`config.mk`:
```
export PLATFORM = sky130hd
export DESIGN_NAME = dmem_arbiter
export DESIGN_NICKNAME = d
export VERILOG_FILES = /design/src/rtl/dmem_arbiter.sv
export SDC_FILE = /design/constraint.sdc
export NUM_CORES = 1
export LEC_CHECK = 0
export BUFFER_PORTS_ARGS = -buffer_cell sky130_fd_sc_hd__buf_2
export CAP_MARGIN = 20
export CELL_PAD_IN_SITES_DETAIL_PLACEMENT = 1
export CELL_PAD_IN_SITES_GLOBAL_PLACEMENT = 2
export CORE_MARGIN = 5
export CORE_UTILIZATION = 26
export DETAILED_ROUTE_END_ITERATION = 10
export GPL_TIMING_DRIVEN = 0
export PLACE_DENSITY = 0.93
export SYNTH_ARGS = -nofsm -noshare
export SYNTH_HDL_FRONTEND = slang
export SYNTH_SLANG_ARGS = --single-unit
```
`constraint.sdc`:
```
create_clock -name clk -period 2.2 [get_ports clk]
set_clock_uncertainty 0.1 [all_clocks]
set_input_delay 0.11 -clock clk [delete_from_list [all_inputs] [get_ports clk]]
set_output_delay 0.11 -clock clk [all_outputs]
set_load 0.005 [all_outputs]
```
`src/rtl/dmem_arbiter.sv`:
```
// Two-port arbiter in front of a single-port data memory: RISC-V funct3 lane
// steering on the way in, byte/half extraction and sign/zero-extension on the way back.
module dmem_arbiter #(
  parameter int PRIO_MODE = 0,
  parameter int AW        = 32
) (
  input  logic                 clk,
  input  logic                 reset,
  input  logic [1:0]           req_valid,
  output logic [1:0]           req_ready,
  input  logic [1:0]           req_we,
  input  logic [1:0][2:0]      req_funct3,
  input  logic [1:0][AW-1:0]   req_addr,
  input  logic [1:0][31:0]     req_wdata,
  output logic [1:0]           resp_valid,
  output logic [31:0]          resp_rdata,
  output logic                 resp_err,
  output logic                 mem_we,
  output logic [3:0]           mem_be,
  output logic [AW-1:0]        mem_addr,
  output logic [31:0]          mem_wd,
  input  logic [31:0]          mem_rd
);

  typedef enum logic [1:0] {
    IDLE    = 2'd0,
    ISSUE   = 2'd1,
    CAPTURE = 2'd2
  } state_t;

  function automatic logic access_illegal(input logic we, input logic [2:0] f3,
                                          input logic [1:0] a);
    logic misaligned;
    logic bad_type;
    misaligned = ((f3[1:0] == 2'd1) && a[0]) || ((f3[1:0] == 2'd2) && (a != 2'd0));
    bad_type   = we ? (f3 > 3'd2) : ((f3 == 3'd3) || (f3 == 3'd6) || (f3 == 3'd7));
    return misaligned || bad_type;
  endfunction

  function automatic logic [3:0] be_mask(input logic [2:0] f3, input logic [1:0] a);
    logic [3:0] be;
    case (f3[1:0])
      2'd0:    be = 4'b0001 << a;
      2'd1:    be = a[1] ? 4'b1100 : 4'b0011;
      2'd2:    be = 4'b1111;
      default: be = 4'b0000;
    endcase
    return be;
  endfunction

  function automatic logic [31:0] lane_wdata(input logic [2:0] f3, input logic [31:0] wd);
    logic [31:0] lanes;
    case (f3[1:0])
      2'd0:    lanes = {4{wd[7:0]}};
      2'd1:    lanes = {2{wd[15:0]}};
      default: lanes = wd;
    endcase
    return lanes;
  endfunction

  function automatic logic [31:0] load_extract(input logic [2:0] f3, input logic [1:0] a,
                                               input logic [31:0] rd);
    logic [7:0]  b;
    logic [15:0] h;
    logic [31:0] r;
    case (a)
      2'd0:    b = rd[7:0];
      2'd1:    b = rd[15:8];
      2'd2:    b = rd[23:16];
      default: b = rd[31:24];
    endcase
    h = a[1] ? rd[31:16] : rd[15:0];
    case (f3)
      3'd0:    r = {{24{b[7]}}, b};
      3'd1:    r = {{16{h[15]}}, h};
      3'd2:    r = rd;
      3'd4:    r = {24'h000000, b};
      3'd5:    r = {16'h0000, h};
      default: r = 32'h0000_0000;
    endcase
    return r;
  endfunction

  state_t         state_q, state_d;
  logic           rdy_en_q;
  logic           rr_last_q, rr_last_d;
  logic           owner_q, owner_d;
  logic           we_q, we_d;
  logic [2:0]     funct3_q, funct3_d;
  logic [1:0]     addr_lo_q, addr_lo_d;
  logic           ill_q, ill_d;
  logic           mem_we_q, mem_we_d;
  logic [3:0]     mem_be_q, mem_be_d;
  logic [AW-1:0]  mem_addr_q, mem_addr_d;
  logic [31:0]    mem_wd_q, mem_wd_d;
  logic [1:0]     resp_valid_q, resp_valid_d;
  logic [31:0]    resp_rdata_q, resp_rdata_d;
  logic           resp_err_q, resp_err_d;

  logic [1:0]     grant;
  logic           accept;
  logic           sel;
  logic           sel_we;
  logic [2:0]     sel_f3;
  logic [AW-1:0]  sel_addr;
  logic [31:0]    sel_wdata;
  logic           sel_illegal;

  // Grant selection: a lone requester always wins; ties go by mode
  always_comb begin
    grant = 2'b00;
    if (req_valid == 2'b11) begin
      if (PRIO_MODE == 1) begin
        grant = 2'b01;
      end else begin
        grant = rr_last_q ? 2'b01 : 2'b10;
      end
    end else begin
      grant = req_valid;
    end
  end

  // rdy_en_q keeps ready low for the first cycle after reset releases
  assign req_ready   = ((state_q == IDLE) && rdy_en_q && !reset) ? grant : 2'b00;
  assign accept      = |(req_valid & req_ready);
  assign sel         = grant[1];
  assign sel_we      = req_we[sel];
  assign sel_f3      = req_funct3[sel];
  assign sel_addr    = req_addr[sel];
  assign sel_wdata   = req_wdata[sel];
  assign sel_illegal = access_illegal(sel_we, sel_f3, sel_addr[1:0]);

  // Transaction sequencing and next values of every registered output
  always_comb begin
    state_d      = state_q;
    rr_last_d    = rr_last_q;
    owner_d      = owner_q;
    we_d         = we_q;
    funct3_d     = funct3_q;
    addr_lo_d    = addr_lo_q;
    ill_d        = ill_q;
    mem_we_d     = 1'b0;
    mem_be_d     = 4'b0000;
    mem_addr_d   = mem_addr_q;
    mem_wd_d     = mem_wd_q;
    resp_valid_d = 2'b00;
    resp_rdata_d = resp_rdata_q;
    resp_err_d   = resp_err_q;
    case (state_q)
      IDLE: begin
        if (accept) begin
          state_d    = ISSUE;
          rr_last_d  = sel;
          owner_d    = sel;
          we_d       = sel_we;
          funct3_d   = sel_f3;
          addr_lo_d  = sel_addr[1:0];
          ill_d      = sel_illegal;
          // memory strobes are set up here so they are live during ISSUE
          mem_we_d   = sel_we & ~sel_illegal;
          mem_be_d   = sel_illegal ? 4'b0000 : be_mask(sel_f3, sel_addr[1:0]);
          mem_addr_d = sel_addr;
          mem_wd_d   = lane_wdata(sel_f3, sel_wdata);
        end else begin
          state_d = IDLE;
        end
      end
      ISSUE: begin
        state_d = CAPTURE;
      end
      CAPTURE: begin
        state_d      = IDLE;
        resp_valid_d = owner_q ? 2'b10 : 2'b01;
        resp_err_d   = ill_q;
        if (ill_q || we_q) begin
          resp_rdata_d = 32'h0000_0000;
        end else begin
          resp_rdata_d = load_extract(funct3_q, addr_lo_q, mem_rd);
        end
      end
      default: begin
        state_d = IDLE;
      end
    endcase
  end

  // State and output registers with synchronous reset
  always_ff @(posedge clk) begin
    if (reset) begin
      state_q      <= IDLE;
      rdy_en_q     <= 1'b0;
      rr_last_q    <= 1'b1;
      owner_q      <= 1'b0;
      we_q         <= 1'b0;
      funct3_q     <= 3'd0;
      addr_lo_q    <= 2'd0;
      ill_q        <= 1'b0;
      mem_we_q     <= 1'b0;
      mem_be_q     <= 4'b0000;
      mem_addr_q   <= '0;
      mem_wd_q     <= 32'h0000_0000;
      resp_valid_q <= 2'b00;
      resp_rdata_q <= 32'h0000_0000;
      resp_err_q   <= 1'b0;
    end else begin
      state_q      <= state_d;
      rdy_en_q     <= 1'b1;
      rr_last_q    <= rr_last_d;
      owner_q      <= owner_d;
      we_q         <= we_d;
      funct3_q     <= funct3_d;
      addr_lo_q    <= addr_lo_d;
      ill_q        <= ill_d;
      mem_we_q     <= mem_we_d;
      mem_be_q     <= mem_be_d;
      mem_addr_q   <= mem_addr_d;
      mem_wd_q     <= mem_wd_d;
      resp_valid_q <= resp_valid_d;
      resp_rdata_q <= resp_rdata_d;
      resp_err_q   <= resp_err_d;
    end
  end

  assign mem_we     = mem_we_q;
  assign mem_be     = mem_be_q;
  assign mem_addr   = mem_addr_q;
  assign mem_wd     = mem_wd_q;
  assign resp_valid = resp_valid_q;
  assign resp_rdata = resp_rdata_q;
  assign resp_err   = resp_err_q;

endmodule

```
==> flow_metrics.py <==
metrics = {
    "sta": {
        "final_critical_path_setup_slack_ns": 0.0452,
        "grt_setup_unrepaired": "yes",
        "timing_max_transition_violations_final": 0,
        "relSlewSlack": 0.539,
        "final-hold-violation-count": 0,
        "report.final.setup_viol": 0,
        "final.period_utilization": 0.979,
        "setup_tns_final_ns": 0,
        "worstMarginPinSlew_ns": 0.692,
        "min_clock_period_post_route_ns": 2.15,
        "clock.fmax_ghz": 0.464,
    },
    "worst_setup_path": {
        "worst_path_dominant_cell_family": "buffers and inverters",
        "timing.critical_path.to_type": "primary output",
        "path_cells": "a21boi_4, buf_4, clkbuf_4, nand2_1, inv_1, buf_2",
        "cp-start-kind": "flip-flop",
        "worstRegToRegCells": 6,
        "setup.worst_path.class": "reg2out",
        "critPathSlowestCell": "dfxtp_1",
        "critical-path-max-stage-delay_ns": 0.36,
        "crit_required_ns": 1.99,
        "critPathArrivalTime_ns": 1.94,
        "cp.depth": 6,
        "cp_num_buf_inv": 4,
        "worst-path-max-fanout": 10,
    },
    "placed_design": {
        "place.gp.congestion": 0.868,
        "dpl_worst_slack_ns": 0.0673,
        "detailed_placer_s_ending_hpwl_um": 21100,
        "placement.io_buffers": 273,
    },
    "synthesis": {
        "synth_mux_area_frac": 0.0415,
        "syn_nets": 858,
        "synth_simple_gate_area_frac": 0.238,
        "synth.cell_area_um2": 5880,
        "number_of_register_bits_inferred_by_synthesis": 114,
        "syn_inst": 686,
        "synthXorXnorAreaFrac": 0.00595,
        "synthFlopType": "dfxtp_1",
        "combinational_family_with_the_most_area_after_synthesis": "compound AO/OA/AOI/OAI gates",
        "ys_seq_area_frac": 0.388,
        "synth_area_per_cell_um2": 8.58,
        "ys_async_sr_fraction": 0,
        "post_synth_fa_ha_maj_area_fraction": 0,
        "synth_enable_flop_cells": 0,
        "ys_warn_count": 0,
        "synth_area_in_compound_gates": 0.259,
        "ys_types": 60,
    },
    "final_layout": {
        "design.final.nets": 1252,
        "final_common_cell": "buf_2",
        "highest_count_cells_in_the_layout_ignoring_fill_and_taps": "297 x buf_2, 115 x nand2_1, 114 x dfxtp_1, 103 x dlygate4sd3_1, 61 x nor2_1",
        "synthToLayoutAreaGrowth_pct": 57.0,
        "final_layout_size_suffix_gt1_frac": 0.354,
        "layout_fillers": 2703,
    },
    "drt": {
        "dr_total_vias": 7404,
        "final_antenna_net_count": 0,
        "drt_pre_antenna_iters": 8,
        "finalWirelength_um": 30400,
        "drc": 0,
        "routed_wire_length_per_instance_um": 22.0,
        "avgViaCountPerCell": 5.36,
        "drt_iter0_markers": 464,
    },
    "grt": {
        "pin_count_of_the_biggest_net_entering_global_routing": 17,
        "globalRoute.totalOverflow": 0,
        "wire_length_of_the_first_global_routing_pass_um": 46600,
        "total_grt_usage": 0.229,
        "grt_antenna_before_repair": 4,
        "first_global_vias": 7970,
    },
    "clock_network": {
        "cts_buffers": 17,
        "clk_path_buf_depth": 2,
        "h_tree_lvl_count": 4,
        "clockRootBuffer": "clkbuf_16",
        "postCtsSetupBuffers": 0,
        "clk_transition_reported_paths_ns": 0.06,
        "clk_lat_worst_skew_ns": 0.42,
        "cts_tree": "built",
        "clkSinkCount": 114,
    },
    "hold_path": {
        "hold_path.class": "in2reg",
        "min_path_cells": 4,
    },
    "pwr": {
        "post-layout-total-power_w": 0.00629,
        "net_sw_power_w": 0.00194,
        "power_switching_share": 0.308,
        "power.share.sequential": 0.357,
        "cell_internal_pwr_w": 0.00436,
        "share_clk_of_total_power": 0.437,
        "vdd_drop_max_mv": 0.386,
        "comb_power_share": 0.206,
        "power_per_cell_area_nw_per_um2": 681,
        "power.static_leakage_nw": 4.15,
    },
    "floorplan": {
        "die_x_um": 160,
        "rows": 55,
        "io_pins": 278,
        "die_area_um2": 25700,
        "initial_core_util": 0.262,
        "y_dimension_of_the_die_um": 160,
        "core_region_area_um2": 22400,
    },
    "status": {
        "result_of_the_run": "completed",
    },
    "job": {
        "maxCapViolations": 0,
    },
}
==> registers in the layout, indices dropped and copies added, names as in the netlist <==
signal,count
mem_addr,31
addr_lo_q,1
funct3_q,3
resp_err,1
resp_valid,2
state_q,2
resp_rdata,32
owner_q,1
mem_be,4
we_q,1
rr_last_q,1
rdy_en_q,1
ill_q,1
mem_we,1
mem_wd,32
==> per-stage QoR <==
step | hold slack [ns] | util | area, um^2 | std cells
floorplan | 0.131 | - | 5880 | 686
detailed placement | 0.269 | 0.339 | 7610 | 1244
finish | 0.0377 | 0.412 | 9240 | 1381
global placement | 0.260 | 0.339 | 7610 | 1244
global route | 0.0360 | 0.412 | 9240 | 1381
CTS | 0.0146 | 0.411 | 9220 | 1378
==> worst reg2reg max path, delay by kind of cell (launching register included) <==
kind / cells / cell delay (ns)
compound gates: 2 / 0.58
buf+inv: 3 / 0.77
flops: 1 / 0.42
simple gates: 1 / 0.12
==> cell usage after synthesis (2+ instances only) <==
cell type,n,area [um^2]
a211oi_1,10,75.1
nor3_1,5,25.0
buf_1,3,11.3
a311oi_1,36,315
o211ai_1,3,22.5
nor2_1,61,229
o22a_1,6,52.6
or3_1,10,62.6
buf_2,30,150
buf_6,7,78.8
xor2_1,3,26.3
a221oi_1,19,166
dfxtp_1,114,2280
nor4_1,23,144
a22oi_1,15,113
o21ai_1,9,45.0
nand2_1,115,432
a222oi_1,8,80.1
nor2b_1,5,31.3
inv_1,6,22.5
mux2i_1,3,30.0
mux4_2,8,180
a221o_1,4,40.0
and3_1,30,188
o221a_2,14,158
clkinv_1,2,7.51
a22oi_2,2,25.0
a21oi_1,21,105
clkbuf_1,29,109
nand3_1,6,30.0
o311ai_0,6,52.6
o32a_1,8,80.1
nand2b_1,2,12.5
o21ai_0,16,80.1
nand3b_1,16,120
a31oi_1,3,18.8
or2_2,4,25.0
o22ai_1,2,12.5
==> layout make-up <==
type,count,area [um^2],share of cell area
Sequential cell,114,2280,0.247
Clock buffer,17,425,0.0460
Clock inverter,15,148,0.0160
Tap cell,285,357,0.0386
Inverter,9,36.3,0.00393
Timing Repair Buffer,376,2400,0.259
Multi-Input combinational cell,493,3210,0.348
Antenna cell,3,7.51,0.000812
Buffer,69,375,0.0406
==> kinds of logic after synthesis <==
logic type,after synthesis
multiplexers,13
buffers and inverters,79
flip-flops,114
AO/OA/AOI/OAI,191
XOR/XNOR,4
AND/OR/NAND/NOR,285
==> layer usage <==
layer	GRT usage	vias up	wire length (um)	share of wire
met5	0	-	7	0.00023
met4	0.0853	2	890	0.029
met3	0.0503	57	1890	0.062
met2	0.406	305	15400	0.51
met1	0.271	3636	12200	0.40
li1	-	3404	-	-
==> power groups by stage <==
stage                     sequential (W)  combinational [W]  clock [W]
after detailed placement         0.00229            0.00111          0
after CTS                        0.00224            0.00127    0.00279
after floorplan                  0.00229           0.000581          0
after global routing             0.00226            0.00140    0.00289
final                            0.00224            0.00130    0.00275
after global placement           0.00228            0.00110          0
==> final timing paths <==
kind         slack, ns       endpoint     startpoint
max               0.05   req_ready[1]      rr_last_q
min               0.04     mem_wd[24]  req_wdata[56]
max reg2reg       0.11   mem_addr[23]      rr_last_q
min reg2reg       0.34  resp_valid[0]        owner_q
==> timing repair <==
action / 4_1_cts / 5_1_grt
gates resized for setup: 3 / 7
hold buffers: 103 / 0
endpoints found under the hold margin: 69 / 0
endpoints found under the setup margin: 2 / 37
Power figures use the tool's default switching activity.
